$ cat src/rtl/psk_link_ctrl.sv
// psk_link_ctrl: link bring-up controller for the PSK Tx/Rx datapath.
// Takes mode/delay reconfiguration requests and drives the shared mode, delay
// and BPSK-select controls. It holds the datapath in reset while flushing,
// then qualifies receiver lock from the Rx valid strobe. It reports link-up,
// timeout, illegal-mode and loss-of-lock status.
module psk_link_ctrl #(
    parameter int RST_CYCLES     = 128,
    parameter int SETTLE_VLD     = 16,
    parameter int TIMEOUT_CYCLES = 65536,
    parameter int LOSS_CYCLES    = 1024
) (
    input  logic       clk_16M384,
    input  logic       rst_16M384,
    input  logic       req_vld,
    input  logic [3:0] req_mode,
    input  logic [3:0] req_delay,
    output logic       req_rdy,
    output logic [3:0] MODE_CTRL,
    output logic [3:0] DELAY_CNT,
    output logic       is_bpsk,
    output logic       dp_rst,
    input  logic       rx_vld,
    output logic       link_up,
    output logic [1:0] err,
    output logic [7:0] loss_cnt
);

    // Counter widths: each counter only needs to hold up to its terminal value.
    localparam int FLUSH_W  = (RST_CYCLES > 1) ? $clog2(RST_CYCLES) : 1;
    localparam int SETTLE_W = $clog2(SETTLE_VLD + 1);
    localparam int GAP_W    = $clog2(LOSS_CYCLES + 1);
    localparam int TO_W     = (TIMEOUT_CYCLES > 1) ? $clog2(TIMEOUT_CYCLES) : 1;

    localparam logic [FLUSH_W-1:0]  FLUSH_LOAD  = FLUSH_W'(RST_CYCLES - 1);
    localparam logic [FLUSH_W-1:0]  FLUSH_ZERO  = {FLUSH_W{1'b0}};
    localparam logic [SETTLE_W-1:0] SETTLE_LAST = SETTLE_W'(SETTLE_VLD - 1);
    localparam logic [SETTLE_W-1:0] SETTLE_ZERO = {SETTLE_W{1'b0}};
    localparam logic [GAP_W-1:0]    GAP_LAST    = GAP_W'(LOSS_CYCLES - 1);
    localparam logic [GAP_W-1:0]    GAP_FULL    = GAP_W'(LOSS_CYCLES);
    localparam logic [GAP_W-1:0]    GAP_ZERO    = {GAP_W{1'b0}};
    localparam logic [TO_W-1:0]     TO_LAST     = TO_W'(TIMEOUT_CYCLES - 1);
    localparam logic [TO_W-1:0]     TO_ZERO     = {TO_W{1'b0}};

    localparam logic [3:0] MODE_BPSK = 4'b0001;
    localparam logic [3:0] MODE_QPSK = 4'b0010;

    localparam logic [1:0] ERR_NONE    = 2'b00;
    localparam logic [1:0] ERR_TIMEOUT = 2'b01;
    localparam logic [1:0] ERR_ILLEGAL = 2'b10;

    typedef enum logic [1:0] {
        ST_FLUSH = 2'd0,
        ST_ACQ   = 2'd1,
        ST_UP    = 2'd2,
        ST_FAIL  = 2'd3
    } state_t;

    // Only the two one-hot encodings the datapath implements are legal.
    function automatic logic f_mode_legal(input logic [3:0] mode);
        return (mode == MODE_BPSK) || (mode == MODE_QPSK);
    endfunction

    // Loss-of-lock event counter sticks at its maximum instead of wrapping.
    function automatic logic [7:0] f_sat_inc8(input logic [7:0] val);
        return (val == 8'hFF) ? val : (val + 8'd1);
    endfunction

    state_t               r_state;
    state_t               w_state_nxt;
    logic [FLUSH_W-1:0]   r_flush_cnt,  w_flush_nxt;
    logic [SETTLE_W-1:0]  r_settle_cnt, w_settle_nxt;
    logic [GAP_W-1:0]     r_gap_cnt,    w_gap_nxt;
    logic [TO_W-1:0]      r_to_cnt,     w_to_nxt;
    logic [3:0]           r_mode,       w_mode_nxt;
    logic [3:0]           r_delay,      w_delay_nxt;
    logic                 r_bpsk,       w_bpsk_nxt;
    logic                 r_dp_rst,     w_dp_rst_nxt;
    logic                 r_link_up,    w_link_nxt;
    logic [1:0]           r_err,        w_err_nxt;
    logic [7:0]           r_loss_cnt,   w_loss_nxt;

    logic                 w_req_rdy;
    logic                 w_accept;
    logic                 w_acq_lock;

    // Requests are only taken once the link has settled (UP) or given up (FAIL).
    assign w_req_rdy  = (r_state == ST_UP) || (r_state == ST_FAIL);
    assign w_accept   = w_req_rdy && req_vld;
    // This edge samples the final strobe needed to qualify lock.
    assign w_acq_lock = rx_vld && (r_settle_cnt == SETTLE_LAST);

    assign req_rdy   = w_req_rdy;
    assign MODE_CTRL = r_mode;
    assign DELAY_CNT = r_delay;
    assign is_bpsk   = r_bpsk;
    assign dp_rst    = r_dp_rst;
    assign link_up   = r_link_up;
    assign err       = r_err;
    assign loss_cnt  = r_loss_cnt;

    // Next-state and next-output logic; a request accept overrides per-state work.
    always_comb begin
        w_state_nxt  = r_state;
        w_flush_nxt  = r_flush_cnt;
        w_settle_nxt = r_settle_cnt;
        w_gap_nxt    = r_gap_cnt;
        w_to_nxt     = r_to_cnt;
        w_mode_nxt   = r_mode;
        w_delay_nxt  = r_delay;
        w_bpsk_nxt   = r_bpsk;
        w_dp_rst_nxt = r_dp_rst;
        w_link_nxt   = r_link_up;
        w_err_nxt    = r_err;
        w_loss_nxt   = r_loss_cnt;

        case (r_state)
            ST_FLUSH: begin
                // Datapath held in reset; rx_vld is meaningless here.
                if (r_flush_cnt == FLUSH_ZERO) begin
                    w_dp_rst_nxt = 1'b0;
                    w_state_nxt  = ST_ACQ;
                    w_settle_nxt = SETTLE_ZERO;
                    w_gap_nxt    = GAP_ZERO;
                    w_to_nxt     = TO_ZERO;
                end else begin
                    w_flush_nxt = r_flush_cnt - FLUSH_W'(1);
                end
            end

            ST_ACQ: begin
                if (rx_vld) begin
                    w_gap_nxt = GAP_ZERO;
                    if (r_settle_cnt != SETTLE_LAST) begin
                        w_settle_nxt = r_settle_cnt + SETTLE_W'(1);
                    end else begin
                        w_settle_nxt = r_settle_cnt;
                    end
                end else if (r_gap_cnt >= GAP_LAST) begin
                    // Strobes too sparse to count as a run: restart qualification.
                    w_gap_nxt    = GAP_FULL;
                    w_settle_nxt = SETTLE_ZERO;
                end else begin
                    w_gap_nxt = r_gap_cnt + GAP_W'(1);
                end

                // Lock takes priority over a simultaneous timeout.
                if (w_acq_lock) begin
                    w_state_nxt  = ST_UP;
                    w_link_nxt   = 1'b1;
                    w_gap_nxt    = GAP_ZERO;
                    w_settle_nxt = SETTLE_ZERO;
                end else if (r_to_cnt == TO_LAST) begin
                    w_state_nxt = ST_FAIL;
                    w_err_nxt   = ERR_TIMEOUT;
                end else begin
                    w_to_nxt = r_to_cnt + TO_W'(1);
                end
            end

            ST_UP: begin
                if (rx_vld) begin
                    w_gap_nxt = GAP_ZERO;
                end else if (r_gap_cnt >= GAP_LAST) begin
                    // Loss of lock: requalify without resetting the datapath.
                    w_link_nxt   = 1'b0;
                    w_loss_nxt   = f_sat_inc8(r_loss_cnt);
                    w_state_nxt  = ST_ACQ;
                    w_settle_nxt = SETTLE_ZERO;
                    w_to_nxt     = TO_ZERO;
                    w_gap_nxt    = GAP_ZERO;
                end else begin
                    w_gap_nxt = r_gap_cnt + GAP_W'(1);
                end
            end

            ST_FAIL: begin
                // Parked with config held until a new request is accepted.
                w_state_nxt = ST_FAIL;
            end

            default: begin
                w_state_nxt  = ST_FLUSH;
                w_flush_nxt  = FLUSH_LOAD;
                w_dp_rst_nxt = 1'b1;
                w_link_nxt   = 1'b0;
            end
        endcase

        // An accepted request wins over a same-edge loss event (loss still counted).
        if (w_accept) begin
            if (f_mode_legal(req_mode)) begin
                w_mode_nxt   = req_mode;
                w_delay_nxt  = req_delay;
                w_bpsk_nxt   = (req_mode == MODE_BPSK);
                w_err_nxt    = ERR_NONE;
                w_dp_rst_nxt = 1'b1;
                w_link_nxt   = 1'b0;
                w_state_nxt  = ST_FLUSH;
                w_flush_nxt  = FLUSH_LOAD;
                w_settle_nxt = SETTLE_ZERO;
                w_gap_nxt    = GAP_ZERO;
                w_to_nxt     = TO_ZERO;
            end else begin
                w_err_nxt   = ERR_ILLEGAL;
                w_link_nxt  = 1'b0;
                w_state_nxt = ST_FAIL;
            end
        end else begin
            w_err_nxt = w_err_nxt;
        end
    end

    // State register; reset starts an automatic bring-up in FLUSH.
    always_ff @(posedge clk_16M384 or posedge rst_16M384) begin
        if (rst_16M384) begin
            r_state <= ST_FLUSH;
        end else begin
            r_state <= w_state_nxt;
        end
    end

    // Counters and registered outputs.
    always_ff @(posedge clk_16M384 or posedge rst_16M384) begin
        if (rst_16M384) begin
            r_flush_cnt  <= FLUSH_LOAD;
            r_settle_cnt <= SETTLE_ZERO;
            r_gap_cnt    <= GAP_ZERO;
            r_to_cnt     <= TO_ZERO;
            r_mode       <= MODE_QPSK;
            r_delay      <= 4'd0;
            r_bpsk       <= 1'b0;
            r_dp_rst     <= 1'b1;
            r_link_up    <= 1'b0;
            r_err        <= ERR_NONE;
            r_loss_cnt   <= 8'd0;
        end else begin
            r_flush_cnt  <= w_flush_nxt;
            r_settle_cnt <= w_settle_nxt;
            r_gap_cnt    <= w_gap_nxt;
            r_to_cnt     <= w_to_nxt;
            r_mode       <= w_mode_nxt;
            r_delay      <= w_delay_nxt;
            r_bpsk       <= w_bpsk_nxt;
            r_dp_rst     <= w_dp_rst_nxt;
            r_link_up    <= w_link_nxt;
            r_err        <= w_err_nxt;
            r_loss_cnt   <= w_loss_nxt;
        end
    end

endmodule

$ cat config.mk
export PLATFORM = sky130hd
export DESIGN_NAME = psk_link_ctrl
export DESIGN_NICKNAME = d
export VERILOG_FILES = /design/src/rtl/psk_link_ctrl.sv
export SDC_FILE = /design/constraint.sdc
export NUM_CORES = 1
export LEC_CHECK = 0
export CORE_UTILIZATION = 45
export CTS_CLUSTER_DIAMETER = 30
export DETAILED_ROUTE_END_ITERATION = 12
export GPL_ROUTABILITY_DRIVEN = 0
export GPL_TIMING_DRIVEN = 0
export MAX_ROUTING_LAYER = met4
export PLACE_DENSITY = 0.61
export SYNTH_ARGS = -nofsm -noshare
export SYNTH_HDL_FRONTEND = slang
export SYNTH_SLANG_ARGS = --single-unit
export TNS_END_PERCENT = 20
$ cat constraint.sdc
create_clock -name clk_16M384 -period 5.6 [get_ports clk_16M384]
set_clock_uncertainty 0.1 [all_clocks]
set_input_delay 1.12 -clock clk_16M384 [delete_from_list [all_inputs] [get_ports clk_16M384]]
set_output_delay 1.12 -clock clk_16M384 [all_outputs]
set_load 0.02 [all_outputs]
==> results.md, run 1 <==
* Status: completed
* First-pass GRT wire length at 13,300 um
* P&R area growth vs syn at 19.9%
* Yosys cell types at 65
* Total iterations of the first detailed-routing run at 4
* Setup Crit Path Kind: primary input to register
* CTS H-tree depth at 3
* Worst setup margin at 2.55 ns
* MaxCap Viol Count at 0
* PortBufs at 32
* EDFF count, synth at 0
* Clk buf depth at 2
* Layout cells sized above 1 at 12.2%
* Reg area at 0.00156 mm^2
* Worst IR Drop VDD at 0.138 mV
* Worst hold start: DELAY_CNT[1]
* Most frequent cells in the layout: 53 x dfrtp_1, 45 x nand2_1, 32 x clkdlybuf4s50_1, 24 x nor2_1, 23 x a21oi_1
* Post-synthesis register bit count at 62
* Final Hold Fails at 0
* Clock Sinks at 62
* Synth Instances at 360
* Fin area at 0.00409 mm^2
* Total CTS buffers at 9
* Io pins at 34
* TNS Setup at 0 ns
* F_max at 0.328 GHz
* Total GRT Usage at 22.4%
* Die X at 89.1 um
* Mapped Nets at 378
* Hold Crit Depth at 2
* Post-CTS resize count at 0
* Crit-path max FO at 10
* Ant. Diodes at 0
* Static Leakage at 0.00172 uW
* Final setup fails at 0
* Crit path time final at 3.05 ns
* DRC violations left at 0
* Reg2reg end: r_gap_cnt[6]
* # hold bufs at CTS at 0
* Vias at 2,962
* Multi-input logic area at 0.00173 mm^2
* Slew @ Worst Pin at 0.587 ns
* CP startpoint kind: primary input
* Final period utilization at 54.4%
* # rows at 31
* Endpoint, Worst Hold: DELAY_CNT[1]
* Routed wire length at 8010 um
* Die Ht at 89.1 um
* Worst path bufs/invs at 2
* Reg2Reg Depth at 6
* Clock slew at reported path FFs at 0.08 ns
* Non-filler instance count after layout at 508
* Vias in the first global route at 2,735
* CTS Root Cell: clkbuf_8
* Core Area at 0.00729 mm^2
* Placed Instance Area at 0.00388 mm^2
* Async S/R FF share, synth at 100%
* Inst Count DP at 492
* Detailed Route Iter0 Violations at 176
* Worst Path Arrival at 3.20 ns
* Post-Syn Area per Cell at 9.48 um^2
* Starting density of the core at 46.8%
* Post-DR vias/cell at 5.83
* Slowest cell on crit path: clkbuf_1
* Fin. max-slew vios at 0
* Sequential share of the synthesized area at 45.8%
* Largest delay share family, worst path: buffers and inverters
* CP required at 5.75 ns
* Critical Path Start: req_mode[0]
* Main synth FF type: dfrtp_1
* Ys Warns at 0
* Largest net degree at the start of global routing at 39
* Reg2Reg Setup Slack at 3.20 ns
* CP peak stage delay at 0.50 ns
* DR WL/cell at 15.8 um
* Place WS at 2.17 ns
* Cell Area, Synth at 0.00341 mm^2
* Die area at 0.00794 mm^2
* Slew HR at 60.6%
* RSZ-0062 raised after global routing: no
* Grt total ovfl at 0
* Initial antenna violation count at 0
* R2R Path Start: r_gap_cnt[0]
* CP endpoint kind: register
* Clk_lat worst skew at 0.34 ns
* Fill count at 696
* Post-route ant nets at 0
* Crit path cell chain: clkdlybuf4s50_1 > xnor2_1 > nor3_1 > nand3_1 > clkbuf_1 > o21ai_0 > a21oi_1
* CTS tree: built
* Post-CTS Setup Inserts at 0
* Pwr/cell area at 221 mW/mm^2
* Worst hold path class: register to register
* Commonest non-fill, non-tap cell in the layout: dfrtp_1
* Nets at 422
* Detail Placement HPWL at 5610 um
## registers in the layout, summed over array words and instances (netlist names)
register	cells
DELAY_CNT	4
r_state	2
dp_rst	1
r_settle_cnt	5
r_flush_cnt	7
err	2
r_to_cnt	16
r_gap_cnt	11
loss_cnt	8
is_bpsk	1
link_up	1
MODE_CTRL	4
## worst reg2reg max path: cells and delay by family, from the launching register on
| family | cells | cell delay, ns |
|---|---|---|
| flops | 1 | 0.44 |
| compound gates | 4 | 0.98 |
| simple gates | 1 | 0.50 |
| fa+ha+maj | 1 | 0.30 |
## cell usage after synthesis, drive strengths merged, types with 6 or more instances
library cell / n / area share [%]
dfrtp: 53 / 39
nand2: 46 / 5.1
nor2: 24 / 2.6
a21oi: 23 / 3.4
nand3: 21 / 3.2
o21ai: 18 / 2.6
nand4: 16 / 3.5
nor3: 13 / 2.5
xnor2: 12 / 3.1
inv: 11 / 1.2
buf: 9 / 1.5
dfstp: 9 / 6.9
a31oi: 8 / 1.5
clkbuf: 8 / 0.88
nor4: 8 / 2.5
o211ai: 7 / 1.9
ha: 6 / 2.2
## layer usage
| layer | up-vias | GRT usage (%) | routed length [um] |
|---|---|---|---|
| li1 | 1424 | - | - |
| met5 | - | - | 0 |
| met4 | 0 | 7.94 | 74 |
| met2 | 66 | 34.4 | 3770 |
| met3 | 6 | 3.97 | 340 |
| met1 | 1466 | 30.0 | 3830 |
## cells by family (layout without fill, tap and decap cells)
group / Yosys count / in the layout / synth area share, %
compound gates: 88 / 88 / 17.7
xor+xnor: 15 / 15 / 3.85
fa+ha+maj: 6 / 6 / 2.20
buf+inv: 28 / 77 / 3.56
flops: 62 / 62 / 45.8
mux: 3 / 3 / 0.916
simple gates: 158 / 158 / 26.0
## area by class of cell
cell class,count,share of cell area (%)
clock buffers,10,3.12
multi-input cells,270,42.3
inverters,11,1.01
flip-flops and latches,62,38.2
well taps,99,3.03
repair buffers,33,8.32
clock inverters,6,2.11
plain buffers,17,1.96
## worst max path at each step
stage          cells past startpoint              end
3_3_place_gp                       2      r_to_cnt[8]
3_5_place_dp                       7      r_to_cnt[5]
6_report                           7  r_settle_cnt[0]
4_1_cts                            7      r_to_cnt[5]
5_1_grt                            7  r_settle_cnt[0]
2_1_floorplan                      1     DELAY_CNT[0]
## stage by stage
| step | util, % | total power, uW | hold WS [ns] |
|---|---|---|---|
| CTS | 56.1 | 916 | 0.381 |
| global placement | 52.9 | 480 | 0.358 |
| finish | 56.1 | 905 | 0.373 |
| floorplan | - | 467 | 0.362 |
| detailed placement | 53.2 | 482 | 0.361 |
| global route | 56.1 | 936 | 0.398 |
## where the power goes
group	total, uW	leakage, uW	internal, uW	switching [uW]
Combinational	24.3	0.000807	9.25	15.0
Sequential	449	0.000807	448	0.424
Clock	432	0.000106	250	182
Power figures use the tool's default switching activity.
==> run 2: changes to the inputs <==
==> constraint.sdc (replaced) <==
create_clock -name clk_16M384 -period 3.1 [get_ports clk_16M384]
set_clock_uncertainty 0.1 [all_clocks]
set_input_delay 0.62 -clock clk_16M384 [delete_from_list [all_inputs] [get_ports clk_16M384]]
set_output_delay 0.62 -clock clk_16M384 [all_outputs]
set_load 0.02 [all_outputs]
==> results of run 2 <==
Same layout as run 1 (identical final DEF). Status: completed.
Main changes from that run: setup slack after placement 2.17 ns -> 0.174 ns; setup slack after layout 2.55 ns -> 0.553 ns; register-to-register setup slack 3.20 ns -> 0.70 ns; total power 905 uW -> 1630 uW; worst IR drop on VDD 0.138 mV -> 0.250 mV
==> RTL change, RTL diff (settings of run 1) <==
Encoding of `state_t`: now one-hot (4 bits for 4 states).
--- a/src/rtl/psk_link_ctrl.sv
+++ b/src/rtl/psk_link_ctrl.sv
@@ -48,11 +48,11 @@
     localparam logic [1:0] ERR_TIMEOUT = 2'b01;
     localparam logic [1:0] ERR_ILLEGAL = 2'b10;
 
-    typedef enum logic [1:0] {
-        ST_FLUSH = 2'd0,
-        ST_ACQ   = 2'd1,
-        ST_UP    = 2'd2,
-        ST_FAIL  = 2'd3
+    typedef enum logic [3:0] {
+        ST_FLUSH = 4'b0001,
+        ST_ACQ   = 4'b0010,
+        ST_UP    = 4'b0100,
+        ST_FAIL  = 4'b1000
     } state_t;
 
     // Only the two one-hot encodings the datapath implements are legal.
Check against the original RTL: same outputs for any inputs over 10 cycles, from zero or initial values and one cycle with rst_16M384 high; not proved beyond that.
==> RTL change against run 1 <==
  * Critical path depth is the same
  * Sequential cell count grew 2
  * Critical endpoint is now r_to_cnt[15]
  * Via count grew 6.5%
  * Synthesized area grew 9.9%
  * Non-clock buffer count grew 3
  * Routed wire length grew 13%
  * Setup slack lost 0.17 ns
  * Count of clock-buffer cells in the layout grew 3
  * Critical path type unchanged
  * First-iteration DRC count grew 48%
  * Design area grew 8.8%
  * Worst hold slack lost 0.011 ns
Power is not compared: it rests on default switching activity, and its combinational part moved more than twofold at a synthesized area within 25%.
==> RTL change: results (changes against run 1) <==
[metrics] startpoint of the lowest-slack register-to-register path: r_flush_cnt[0] (was r_gap_cnt[0])
[metrics] commonest cells in the netlist: 54 x sky130_fd_sc_hd__dfrtp_1, 43 x sky130_fd_sc_hd__nand2_1, 28 x sky130_fd_sc_hd__a21oi_1, 27 x sky130_fd_sc_hd__nor2_1, 18 x sky130_fd_sc_hd__nand3_1 (was 53 x sky130_fd_sc_hd__dfrtp_1, 45 x sky130_fd_sc_hd__nand2_1, 24 x sky130_fd_sc_hd__nor2_1, 23 x sky130_fd_sc_hd__a21oi_1, 20 x sky130_fd_sc_hd__nand3_1)
[metrics] met1 wire length: 4400 um (was 3830 um)
[metrics] M3 GR Usage: 3.82% (was 3.97%)
[metrics] met2 routed WL: 4070 um (was 3770 um)
[metrics] Max stage delay on crit path: 0.60 ns (was 0.50 ns)
[metrics] run status: complete, no violations (unchanged)
[metrics] via count of the first global-routing pass: 2904 (was 2735)
[metrics] DR vias/cell: 5.89 (was 5.83)
[metrics] number of distinct library cell variants in the gate-level netlist after synthesis: 70 (was 65)
[metrics] ratio of cells with drive above 1 in the final layout: 14.7% (was 12.2%)
[metrics] vias after detailed routing: 3156 (was 2962)
[metrics] synthesized area per cell: 9.77 sq um (was 9.48 sq um)
[metrics] total global-route track usage: 22.7% (was 22.4%)
[metrics] number of nets produced by synthesis: 401 (was 378)
[metrics] top cells by area in the synthesized netlist: sky130_fd_sc_hd__dfrtp_1 36%, sky130_fd_sc_hd__dfstp_2 7.0%, sky130_fd_sc_hd__nand2_1 4.3% (was sky130_fd_sc_hd__dfrtp_1 39%, sky130_fd_sc_hd__dfstp_2 6.9%, sky130_fd_sc_hd__nand2_1 4.9%)
[metrics] Hold WS: 0.363 ns (was 0.373 ns)
[metrics] Post-Place Setup Slack: 2.04 ns (was 2.17 ns)
[metrics] Placement Cell Area: 4230 sq um (was 3880 sq um)
[metrics] Seq/Total Area, Yosys: 43.0% (was 45.8%)
[metrics] routed length per instance: 16.9 um (was 15.8 um)
[metrics] cell with the largest stage delay on the worst path: sky130_fd_sc_hd__clkdlybuf4s50_1 (was sky130_fd_sc_hd__clkbuf_1)
[metrics] count of filler cells inserted in the layout: 720 (was 696)
[metrics] Iteration-0 DRC Markers: 261 (was 176)
[metrics] actual slew at the worst max-slew pin: 0.733 ns (was 0.587 ns)
[metrics] setup slack of the worst register-to-register path: 2.93 ns (was 3.20 ns)
[metrics] first-pass GRT wire length: 14900 um (was 13300 um)
[metrics] met3 WL post-DR: 468 um (was 340 um)
[metrics] Worst Min Path Start: dp_rst (was DELAY_CNT[1])
[metrics] largest net degree at the start of global routing: 37 (was 39)
[metrics] GR Util met2: 33.4% (was 34.4%)
[metrics] critical register-to-register path endpoint: r_to_cnt[11] (was r_gap_cnt[6])
## RTL change: worst reg2reg max path, cell delays in order, from the launching register on
cell,delay (ns)
sky130_fd_sc_hd__dfstp_2,0.39
sky130_fd_sc_hd__inv_1,0.05
sky130_fd_sc_hd__ha_1,0.17
sky130_fd_sc_hd__or3b_1,0.46
sky130_fd_sc_hd__o41ai_4,0.39
sky130_fd_sc_hd__nand2_1,0.34
sky130_fd_sc_hd__nor2_1,0.45
sky130_fd_sc_hd__a311oi_1,0.17
## RTL change: logic make-up (layout without fill, tap and decap cells)
logic type,count (synthesis),count (layout),share of synthesized area (%)
DFF,64,64,43.0
muxes,3,3,0.834
xor gates and xnor gates,10,10,2.84
adders and majority gates,5,5,1.67
and+or+nand+nor,165,165,25.4
AOI/OAI and AO/OA,106,106,21.7
buffers and inverters,31,81,4.50
## RTL change: report_power, final
group,switching [mW],leakage [nW],internal [mW],total (mW)
Clock,0.182,0.114,0.275,0.457
Combinational,0.357,0.895,0.229,0.586
Sequential,0.0541,0.855,0.541,0.595
## RTL change: area by class of cell
class / count / area (sq um) / share of cell area, %
Buffer: 19 / 124 / 2.78
Clock buffer: 13 / 159 / 3.57
Clock inverter: 3 / 65.1 / 1.46
Inverter: 12 / 45.0 / 1.01
Multi-Input combinational cell: 289 / 1970 / 44.2
Sequential cell: 64 / 1610 / 36.2
Tap cell: 102 / 128 / 2.87
Timing Repair Buffer: 34 / 350 / 7.87
## RTL change: how the worst max path moves through the flow
stage	from	endpoint	slack, ns
after global placement	rst_16M384	r_to_cnt[8]	1.56
after CTS	rx_vld	r_to_cnt[15]	2.40
after floorplan	rst_16M384	DELAY_CNT[0]	2.80
final	rx_vld	r_to_cnt[15]	2.39
after global routing	rx_vld	r_to_cnt[14]	2.28
after detailed placement	rx_vld	r_to_cnt[15]	2.04
